==> config.mk <==
export PLATFORM = sky130hd
export DESIGN_NAME = sp_row_requester
export DESIGN_NICKNAME = d
export VERILOG_FILES = /design/src/rtl/sp_row_requester.sv
export SDC_FILE = /design/constraint.sdc
export NUM_CORES = 1
export LEC_CHECK = 0
export BUFFER_PORTS_ARGS = -buffer_cell sky130_fd_sc_hd__buf_4
export CAP_MARGIN = 25
export CORE_ASPECT_RATIO = 1.2
export CORE_MARGIN = 10
export CORE_UTILIZATION = 43
export CTS_CLUSTER_DIAMETER = 50
export CTS_CLUSTER_SIZE = 10
export DETAILED_ROUTE_END_ITERATION = 10
export GPL_ROUTABILITY_DRIVEN = 0
export HOLD_SLACK_MARGIN = 0.1
export PLACE_DENSITY = 0.73
export SLEW_MARGIN = 0
export SYNTH_ARGS = -nofsm -noshare
export SYNTH_HDL_FRONTEND = slang
export SYNTH_SLANG_ARGS = --single-unit
==> constraint.sdc <==
create_clock -name CLK -period 7.1 [get_ports CLK]
set_input_delay 1.065 -clock CLK [delete_from_list [all_inputs] [get_ports CLK]]
set_output_delay 1.065 -clock CLK [all_outputs]
set_load 0.005 [all_outputs]
==> src/rtl/sp_row_requester.sv <==
// sp_row_requester: GEMM-side initiator for one scratchpad bank.
// A single load command becomes NUM_ROWS row-read requests pushed into the
// bank rFIFO. The returned rows are popped from the show-ahead gemmFIFO and
// streamed in order over a valid/ready port.
// Optional feature: define SP_ROW_CHECK_EN to compare the mat/row id of each
// returned row against the expected values. A mismatch sets the sticky id_err.

package types_pkg;
  localparam int WORD_W       = 32;
  localparam int MAT_S_W      = 4;
  localparam int ROW_S_W      = 4;
  localparam int BITS_PER_ROW = 64;
endpackage

module sp_row_requester
  import types_pkg::*;
#(
  parameter int NUM_ROWS   = 4,
  parameter int MAX_OUTST  = 4,
  parameter int ROW_STRIDE = 8
) (
  input  logic                                     CLK,
  input  logic                                     RST,
  input  logic                                     start,
  input  logic [1:0]                               start_type,
  input  logic [MAT_S_W-1:0]                       start_mat,
  input  logic [WORD_W-1:0]                        start_addr,
  output logic                                     busy,
  output logic                                     done,
  output logic                                     rFIFO_WEN,
  output logic [WORD_W+MAT_S_W+ROW_S_W+1:0]        rFIFO_wdata,
  input  logic                                     rFIFO_full,
  output logic                                     gemmFIFO_REN,
  input  logic [BITS_PER_ROW+MAT_S_W+ROW_S_W+1:0]  gemmFIFO_rdata,
  input  logic                                     gemmFIFO_empty,
  output logic                                     row_valid,
  input  logic                                     row_ready,
  output logic [BITS_PER_ROW-1:0]                  row_data,
  output logic [ROW_S_W-1:0]                       row_id,
  output logic                                     row_last,
  output logic                                     id_err
);
  localparam int CNT_W = $clog2(NUM_ROWS + 1);
  localparam int OUT_W = $clog2(MAX_OUTST + 1);
  localparam int RD_W  = BITS_PER_ROW + MAT_S_W + ROW_S_W + 2;

  localparam logic [CNT_W-1:0]  LAST_ROW = CNT_W'(NUM_ROWS - 1);
  localparam logic [CNT_W-1:0]  ALL_ROWS = CNT_W'(NUM_ROWS);
  localparam logic [CNT_W-1:0]  CNT_ONE  = CNT_W'(1);
  localparam logic [OUT_W-1:0]  OUT_MAX  = OUT_W'(MAX_OUTST);
  localparam logic [OUT_W-1:0]  OUT_ONE  = OUT_W'(1);
  localparam logic [WORD_W-1:0] STRIDE   = WORD_W'(ROW_STRIDE);

  typedef enum logic [1:0] {IDLE, ISSUE, DRAIN, DONE} state_t;

  state_t stateReg, stateNext;

  logic [1:0]        typeReg;
  logic [MAT_S_W-1:0] matReg;
  // Address of the next request; advanced by ROW_STRIDE per push and wraps
  // modulo 2^WORD_W, which equals base + issueCnt*ROW_STRIDE.
  logic [WORD_W-1:0] addrReg;
  logic [CNT_W-1:0]  issueCntReg;
  logic [CNT_W-1:0]  rxCntReg;
  logic [OUT_W-1:0]  outstReg;

  logic                    rowValidReg;
  logic [BITS_PER_ROW-1:0] rowDataReg;
  logic [ROW_S_W-1:0]      rowIdReg;
  logic                    rowLastReg;

  // Field split of the returned row {type, data, mat, row}
  logic [1:0]              rdType;
  logic [BITS_PER_ROW-1:0] rdData;
  logic [MAT_S_W-1:0]      rdMat;
  logic [ROW_S_W-1:0]      rdRowId;

  assign rdRowId = gemmFIFO_rdata[ROW_S_W-1:0];
  assign rdMat   = gemmFIFO_rdata[ROW_S_W +: MAT_S_W];
  assign rdData  = gemmFIFO_rdata[ROW_S_W+MAT_S_W +: BITS_PER_ROW];
  assign rdType  = gemmFIFO_rdata[RD_W-1 -: 2];

  // A pop may happen only when a row is waiting and the output slot is free
  // or is being freed this cycle. Pops never exceed NUM_ROWS.
  logic canPop;
  assign canPop = !gemmFIFO_empty && (!rowValidReg || row_ready) && (rxCntReg < ALL_ROWS);

  assign rFIFO_wdata = {typeReg, addrReg, matReg, ROW_S_W'(issueCntReg)};

  // State register
  always_ff @(posedge CLK or posedge RST) begin
    if (RST) stateReg <= IDLE;
    else     stateReg <= stateNext;
  end

  // Next state, FIFO strobes and status outputs
  always_comb begin
    stateNext    = stateReg;
    rFIFO_WEN    = 1'b0;
    gemmFIFO_REN = 1'b0;
    busy         = (stateReg != IDLE);
    done         = 1'b0;
    case (stateReg)
      IDLE: begin
        if (start) stateNext = ISSUE;
      end
      ISSUE: begin
        rFIFO_WEN    = !rFIFO_full && (outstReg < OUT_MAX);
        gemmFIFO_REN = canPop;
        if (rFIFO_WEN && (issueCntReg == LAST_ROW)) stateNext = DRAIN;
      end
      DRAIN: begin
        gemmFIFO_REN = canPop;
        if ((rxCntReg == ALL_ROWS) && (!rowValidReg || row_ready)) stateNext = DONE;
      end
      DONE: begin
        done      = 1'b1;
        stateNext = IDLE;
      end
      default: stateNext = IDLE;
    endcase
  end

  // Latch the load command and track issued, received and in-flight rows
  always_ff @(posedge CLK or posedge RST) begin
    if (RST) begin
      typeReg     <= '0;
      matReg      <= '0;
      addrReg     <= '0;
      issueCntReg <= '0;
      rxCntReg    <= '0;
      outstReg    <= '0;
    end else if (stateReg == IDLE) begin
      if (start) begin
        typeReg     <= start_type;
        matReg      <= start_mat;
        addrReg     <= start_addr;
        issueCntReg <= '0;
        rxCntReg    <= '0;
        outstReg    <= '0;
      end
    end else begin
      if (rFIFO_WEN) begin
        issueCntReg <= issueCntReg + CNT_ONE;
        addrReg     <= addrReg + STRIDE;
      end
      if (gemmFIFO_REN) rxCntReg <= rxCntReg + CNT_ONE;
      case ({rFIFO_WEN, gemmFIFO_REN})
        2'b10:   outstReg <= outstReg + OUT_ONE;
        2'b01:   outstReg <= outstReg - OUT_ONE;
        default: outstReg <= outstReg;
      endcase
    end
  end

  // Output row slot: load on pop, hold until accepted, then empty
  always_ff @(posedge CLK or posedge RST) begin
    if (RST) begin
      rowValidReg <= 1'b0;
      rowDataReg  <= '0;
      rowIdReg    <= '0;
      rowLastReg  <= 1'b0;
    end else if (gemmFIFO_REN) begin
      rowValidReg <= 1'b1;
      rowDataReg  <= rdData;
      rowIdReg    <= rdRowId;
      rowLastReg  <= (rxCntReg == LAST_ROW);
    end else if (row_ready) begin
      rowValidReg <= 1'b0;
    end
  end

  assign row_valid = rowValidReg;
  assign row_data  = rowDataReg;
  assign row_id    = rowIdReg;
  assign row_last  = rowLastReg;

`ifdef SP_ROW_CHECK_EN
  logic idMismatch;
  logic idErrReg;
  logic unusedBits;

  assign idMismatch = (rdMat != matReg) || (rdRowId != ROW_S_W'(rxCntReg));

  // Sticky flag for a returned row whose ids do not match the expected ones
  always_ff @(posedge CLK or posedge RST) begin
    if (RST)                              idErrReg <= 1'b0;
    else if (gemmFIFO_REN && idMismatch)  idErrReg <= 1'b1;
  end

  assign id_err     = idErrReg;
  assign unusedBits = ^rdType;
`else
  logic unusedBits;

  assign id_err     = 1'b0;
  assign unusedBits = ^{rdType, rdMat};
`endif

endmodule

Word-level counts from Yosys, hierarchy flattened
Cells that the tools add are included.
{"block": "totals", "reg_bits": 119, "out_inout_bits": 117, "elab_cells": 69}
{"block": "classes", "addsub": 5, "magnitude_cmp": 2, "n_eq_ne": 11, "n_mux": 19, "n_reduce_logical": 21}
{"operator": "$mux 32", "count": 3}
{"operator": "$add 32x4->32 const B", "count": 1}
{"operator": "$mux 3", "count": 6}
{"operator": "$add 3x1->3 const B", "count": 3}
{"operator": "$pmux 2 s4", "count": 1}
{"operator": "$reduce_and 2->1", "count": 4}
{"operator": "$reduce_bool 2->1", "count": 4}
{"operator": "$eq 2x2->1 const B", "count": 3}
{"operator": "$eq 3x2->1 const B", "count": 2}
{"operator": "$lt 3x3->1 const B", "count": 2}
{"operator": "$mux 2", "count": 3}
{"operator": "$ne 2x2->1 const B", "count": 3}
{"operator": "$pmux 3 s2", "count": 1}
{"operator": "$logic_and 1x1->1", "count": 5}
{"operator": "$mux 1", "count": 5}
{"operator": "$eq 2x1->1 const B", "count": 2}
{"operator": "$eq 3x3->1 const B", "count": 1}
{"operator": "$logic_not 1->1", "count": 3}
{"operator": "$reduce_and 3->1", "count": 1}
{"operator": "$reduce_bool 3->1", "count": 1}
{"operator": "$sub 3x1->3 const B", "count": 1}
{"operator": "$logic_not 2->1", "count": 1}
{"operator": "$reduce_or 2->1", "count": 1}
{"operator": "$logic_or 1x1->1", "count": 1}

Logic depth before layout (Yosys ltp)
Gate-level depths: netlist of run 1.
{"block": "depth", "depth_word": 8, "depth_mapped": 10, "mapped_depth_nobuf": 8}

Worst setup path after synthesis of run 1
Ideal clock, no wire load.
{"block": "synth_timing", "path_type": "in2out", "startpoint": "in row_ready", "endpoint": "out gemmFIFO_REN", "t_arrival_ps": 1781, "required_time_ps": 6035, "path_slack_ps": 4254, "stages": 4, "path_buffers": 1, "path_cell_list": "nand2b_1 > nand3_1 > inv_2 > clkbuf_1"}
{"block": "synth_via", "elab_chain_cells": 4}
{"item": "start: declaration", "line_no": "37", "source": "input logic row_ready,"}
{"item": "$logic_or 1x1->1", "line_no": "86", "source": "assign canPop = !gemmFIFO_empty && (!rowValidReg || row_ready) && (rxCntReg < ALL_ROWS);"}
{"item": "$logic_and 1x1->1 (2 in series)", "line_no": "86"}
{"item": "$mux 1", "line_no": "103", "source": "case (stateReg)"}
{"item": "end: declaration", "line_no": "33", "source": "output logic gemmFIFO_REN,"}
Every way passes these cells.

Worst setup path after layout of run 1
{"block": "layout_timing", "startpoint": "reg stateReg[0]", "endpoint": "out busy"}
{"block": "layout_via", "elab_chain_cells": 1}
{"item": "start: declaration", "line_no": "56", "source": "state_t stateReg, stateNext;"}
{"item": "start signal: assignment", "line_no": "93", "source": "else stateReg <= stateNext;"}
{"item": "$reduce_bool 2->1", "line_no": "101", "source": "busy = (stateReg != IDLE);"}
{"item": "end: declaration", "line_no": "28", "source": "output logic busy,"}
Every way passes these cells.

==> run_results.csv, run 1 <==
group,metric,value,unit
run_status,status,"finished clean",
worst_setup_path,end_kind,"primary output",
timing,fin_crit,3.51,ns
finish,regArea,2980,sq um
cts,clk_path_buf_depth,2,
worst_setup_path,rr_worst_depth,9,
global_routing,groute.usage.overall,0.199,
synth,synth_area_leaders,"dfrtp_1 53%, nand2_1 18%, o21ai_0 2.9%",
place,io_buffers,226,
power,peakVddDrop,0.000311,V
power,combPwrFrac,0.408,
routing,drt-initial-drc-count,510,
routing,via_count,5386,
synth,ys_types,61,
routing,antenna_left,0,
synth,synth-async-reset-ratio,1.00,
timing,maxSlewViolCount,0,
finish,fin_nets,986,
synth,yosysWarnings,0,
timing,period_share,0.494,
cts,clkSlewWorstSetupHoldPaths,0.06,ns
floorplan,core,12700,sq um
power,clkPwrFrac,0.237,
finish,multi_input_area,2420,sq um
cts,cts_root_buf,"clkbuf_16",
power,p_sw_frac,0.375,
global_routing,grt_pass1_vias,5417,
floorplan,die_h,145,um
finish,layout-drive-gt1-share,0.320,
routing,wl,18100,um
cts,postCtsSetupRepairBufs,0,
timing,tightest_slew,0.891,ns
worst_setup_path,r2r-start,"stateReg[0]",
power,p_switching,1.33,mW
worst_setup_path,regToRegSetupSlack,4.03,ns
worst_setup_path,startpoint,"stateReg[0]",
cts,insertion_delay,0.41,ns
worst_setup_path,crit_fanout,53,
routing,vias_per_cell,5.21,
finish,syn2layout_area_growth,43.0,%
synth,syn_inst,641,
floorplan,die_area,17900,sq um
global_routing,grt_max_degree,70,
run,maxCapViolCount,0,
worst_setup_path,reg2reg_to,"addrReg[16]",
timing,hold_viol_final,0,
cts,cts_hold_buf,0,
power,p_seq_frac,0.355,
finish,fillCellCount,1080,
synth,synth-main-ff-cell,"dfrtp_1",
cts,cts_tree,"done",
place,dp_hpwl,13300,um
power,internal-power,2.22,mW
cts,cts_made_buffers,17,
timing,finalSetupViolCount,0,
global_routing,antenna_found_initial,0,
routing,remaining_drc_errors,0,
routing,routedWlPerCell,17.5,um
synth,netlist.area_leader.share,0.534,
global_routing,overflow,0,
cts,postCtsResizedCells,0,
worst_hold_path,min_path_type,"reg2reg",
cts,clock_sinks,119,
power,p_leak,4.10,nW
worst_setup_path,critPathLaunchType,"flip-flop",
synth,synth_area_leader_cell,"dfrtp_1",
synth,ys_ff_latch,119,
finish,insertedDiodeCount,0,
worst_setup_path,crit_end,"busy",
timing,skew,0.0121,ns
power,power_density,445,nW/um^2
worst_setup_path,required,6.03,ns
finish,fin_util,0.629,
routing,first_pass_iters,5,
worst_setup_path,cp.arrival,2.44,ns
worst_setup_path,crit_type,"reg2out",
finish,fin_cells,1034,
global_routing,grt_pass1_wl,28000,um
timing,fmaxAchievable,285,MHz
synth,avgSynthCellArea,8.70,sq um
timing,setup_tns,0,ns
timing,rsz0062_at_grt,"false",
floorplan,start_util,0.440,
cts,cts_max_level,4,
floorplan,rows,45,
timing,slew_headroom,0.405,
synth,synth_edf_count,0,
synth,ys_seq_area_frac,0.534,
synth,syn_area,5570,sq um
floorplan,io_pins,235,
floorplan,die_w,124,um
place,place_inst,1002,
-- flip-flops by register name, indices dropped and copies added, names as in the netlist, 3 cells and up --
register     cells
row_data        64
addrReg         32
matReg           4
row_id           4
issueCntReg      3
outstReg         3
rxCntReg         3
-- placed cells by master (no fill, tap or decap), drive strengths merged, types with 2 or more instances in the layout --
master and count:
o21ai 32, nand2 265, and2 5, a311oi 3, a21oi 22, buf 231
clkinv 3, nor4 5, ha 10, and4 2, o211ai 2, nand4 10
nand3 17, mux2i 5, o22a 3, inv 13, a31o 2, clkbuf 23
a21o 3, o22ai 9, or3 8, nor2b 3, a41oi 2, dfrtp 119
and3 5, nor3 9, a31oi 3, nor4b 2, clkinvlp 4, conb 2
a211oi 4, nor2 22, xnor2 3
-- final cells by class --
type	count	share of cell area
well taps	164	0.0257
inverters	12	0.00596
repair buffers	231	0.218
clock inverters	9	0.0115
multi-input cells	476	0.303
flip-flops and latches	119	0.374
clock buffers	23	0.0625
-- stage by stage --
step	setup WS (ns)	power, mW	hold WS [ns]	area, sq um
final	3.59	3.55	0.474	7970
after global routing	3.43	3.83	0.495	7970
after CTS	3.57	3.59	0.478	7970
after detailed placement	3.60	2.73	0.463	7380
after global placement	3.68	2.66	0.460	7380
after floorplan	2.88	1.96	0.470	5580
-- power groups by stage --
stage / combinational [mW] / sequential [mW] / clock (mW)
final: 1.45 / 1.26 / 0.841
after global routing: 1.63 / 1.30 / 0.889
after CTS: 1.47 / 1.26 / 0.860
after detailed placement: 1.47 / 1.26 / 0
after global placement: 1.42 / 1.24 / 0
after floorplan: 0.726 / 1.24 / 0
-- synthesized netlist by cell type (4+ instances only) --
master	instances
a211oi_1	4
a21oi_1	22
and2_1	5
and3_1	5
clkbuf_1	28
dfrtp_1	119
ha_1	10
inv_1	11
mux2i_1	5
nand2_1	265
nand3_1	15
nand4_1	10
nor2_1	20
nor3_1	8
o21ai_0	32
o22ai_1	9
or3_1	8
-- worst min path at each step --
stage                  from  cells after the start           end
6_report          matReg[2]                      2     matReg[2]
5_1_grt          addrReg[1]                      2    addrReg[1]
4_1_cts        row_data[31]                      2  row_data[31]
3_5_place_dp   row_data[31]                      2  row_data[31]
3_3_place_gp   row_data[51]                      2  row_data[51]
2_1_floorplan    addrReg[0]                      2    addrReg[0]
-- metal layers --
metal | vias to the layer above | wire [um] | track usage
li1 | 2579 | - | -
met1 | 2521 | 6700 | 0.224
met2 | 263 | 8290 | 0.305
met3 | 23 | 2820 | 0.121
met4 | 0 | 291 | 0.0686
met5 | - | 0 | 0
-- cells by family (layout without fill, tap and decap cells) --
family,count (synthesis),count (layout),synth area share
flip-flops,119,119,0.534
adder cells (fa/ha/maj),11,11,0.0260
multiplexers,6,6,0.0110
AO/OA/AOI/OAI,96,96,0.107
AND/OR/NAND/NOR,358,358,0.282
XOR/XNOR,3,3,0.00471
other,1,2,0.000673
buffers and inverters,47,275,0.0337
-- worst max-delay path, cell delays in order, from the launching register on --
cell,delay (ns)
dfrtp_1,0.41
inv_1,0.09
ha_1,0.19
buf_4,0.46
inv_1,0.56
buf_4,0.32
(Power assumes the default switching activity.)
==> inputs of run 2 (changes only) <==
==> constraint.sdc (replaced) <==
create_clock -name CLK -period 3.4 [get_ports CLK]
set_input_delay 0.51 -clock CLK [delete_from_list [all_inputs] [get_ports CLK]]
set_output_delay 0.51 -clock CLK [all_outputs]
set_load 0.005 [all_outputs]
==> run 2 against run 1 <==
Against the previous run: critical path depth grew 1; power rose by 120%; flip-flop and latch count unchanged; sequential share of layout area is 0.71 points lower; via count up 0.43%; cell count is 0.68% higher; setup slack got worse by 2.6 ns; count of clock-buffer cells in the layout is 2 lower; highest routed layer unchanged; utilization grew 1.2 points; sequential power grew 110%.
==> run_results.csv, run 2 (synthesis gave the netlist of run 1 again) <==
group,metric,value,unit
routing,via_count,5409,
global_routing,grt_pass1_vias,5699,
cts,cts_root_buf,"clkbuf_16",
global_routing,grt_max_degree,76,
global_routing,grt_pass1_wl,28300,um
floorplan,core,12700,sq um
routing,first_pass_iters,5,
routing,routedWlPerCell,17.3,um
cts,cts_made_buffers,17,
power,clkPwrFrac,0.267,
finish,insertedDiodeCount,0,
cts,cts_max_level,4,
place,place_inst,1009,
worst_setup_path,end_kind,"primary output",
worst_setup_path,crit_type,"reg2out",
finish,mostFrequentLayoutCells,"265 x nand2_1, 238 x buf_4, 119 x dfrtp_1",
power,p_seq_frac,0.339,
timing,fmaxAchievable,412,MHz
routing,antenna_left,0,
timing,rsz0062_at_grt,"false",
floorplan,die_h,145,um
timing,period_share,0.713,
place,dp_hpwl,13400,um
finish,largest_reg_flops,64,
timing,skew,0.00897,ns
timing,fin_crit,2.43,ns
finish,fin_nets,993,
cts,postCtsResizedCells,0,
worst_setup_path,required,2.89,ns
run_status,status,"finished clean",
place,pre_cts_ws,1.01,ns
worst_setup_path,cp.arrival,1.92,ns
timing,maxSlewViolCount,0,
cts,clock_sinks,119,
cts,insertion_delay,0.41,ns
cts,cts_hold_buf,0,
run,maxCapViolCount,0,
timing,tightest_slew,0.933,ns
power,p_switching,2.78,mW
worst_hold_path,min_path_type,"in2reg",
timing,finalSetupViolCount,0,
power,p_leak,4.19,nW
global_routing,antenna_found_initial,0,
worst_setup_path,critPathLaunchType,"flip-flop",
routing,remaining_drc_errors,0,
floorplan,rows,45,
finish,layout-drive-gt1-share,0.325,
power,internal-power,5.00,mW
finish,fin_cells,1041,
floorplan,die_w,124,um
routing,vias_per_cell,5.20,
timing,hold_viol_final,0,
finish,syn2layout_area_growth,45.8,%
cts,cts_tree,"done",
floorplan,io_pins,235,
cts,clkSlewWorstSetupHoldPaths,0.06,ns
power,power_density,957,nW/um^2
timing,layout_setup_ws,0.974,ns
timing,setup_tns,0,ns
floorplan,die_area,17900,sq um
floorplan,start_util,0.440,
cts,clk_path_buf_depth,2,
worst_setup_path,crit_fanout,29,
finish,final_common_cell,"nand2_1",
power,combPwrFrac,0.394,
place,io_buffers,226,
cts,postCtsSetupRepairBufs,0,
routing,wl,18000,um
routing,drt-initial-drc-count,423,
global_routing,overflow,0,
timing,slew_headroom,0.378,
power,peakVddDrop,0.000592,V
global_routing,groute.usage.overall,0.199,
power,p_sw_frac,0.357,
==> run 2: changes by cell type in the layout (fill, tap and decap cells not counted) <==
cell,previous run,this run
buf_4,231,238
clkinv_4,2,3
clkinvlp_4,4,2
clkbuf_8,5,3
bufinv_16,1,6
inv_4,1,0
inv_6,1,0
==> run 2: critical path: stages (launching register included) <==
cell and delay, ns:
dfrtp_1 0.41, inv_1 0.10, ha_1 0.20, buf_4 0.29, inv_1 0.09, buf_4 0.24, buf_4 0.17
==> run 2: power groups by stage <==
| stage | registers (mW) | logic [mW] | clock network, mW |
|---|---|---|---|
| 6_report | 2.63 | 3.06 | 2.08 |
| 5_1_grt | 2.73 | 3.45 | 2.18 |
| 4_1_cts | 2.62 | 3.11 | 2.12 |
| 3_5_place_dp | 2.63 | 3.10 | 0 |
| 3_3_place_gp | 2.59 | 2.99 | 0 |
| 2_1_floorplan | 2.59 | 1.52 | 0 |
==> run 2: cell type report <==
class | instances | area [sq um]
fillers | 1062 | 4540
well taps | 164 | 205
flip-flops and latches | 119 | 2980
inverters | 12 | 48.8
clock inverters | 11 | 219
multi-input cells | 476 | 2420
repair buffers | 238 | 1790
clock buffers | 21 | 470
==> run 2: worst paths after layout <==
check                                        start      endpoint  slack, ns  cells past startpoint
min in group asynchronous                      RST   addrReg[26]       0.30                      3
worst min-delay path            gemmFIFO_rdata[62]  row_data[54]       0.29                      3
worst max register to register         stateReg[0]   addrReg[30]       1.00                      6
worst min register to register        row_data[54]  row_data[54]       0.47                      2
max in group asynchronous                      RST     row_valid       2.36                      3
worst max-delay path                   stateReg[0]          busy       0.97                      6
==> run 2: stage by stage <==
stage	area [sq um]	hold slack, ns	total power, mW	utilization
after CTS	8130	0.274	7.85	0.641
after global routing	8130	0.286	8.36	0.641
final	8130	0.291	7.77	0.641
after floorplan	5580	0.470	4.10	-
after detailed placement	7440	0.464	5.74	0.587
after global placement	7440	0.459	5.58	0.587
==> run 2: routing by layer <==
| layer | part of all wire | vias up | track usage | wire length [um] |
|---|---|---|---|---|
| met5 | 0 | - | 0 | 0 |
| met4 | 0.017 | 0 | 0.0674 | 297 |
| met3 | 0.13 | 28 | 0.102 | 2390 |
| met2 | 0.48 | 258 | 0.323 | 8720 |
| met1 | 0.37 | 2540 | 0.219 | 6590 |
| li1 | - | 2583 | - | - |
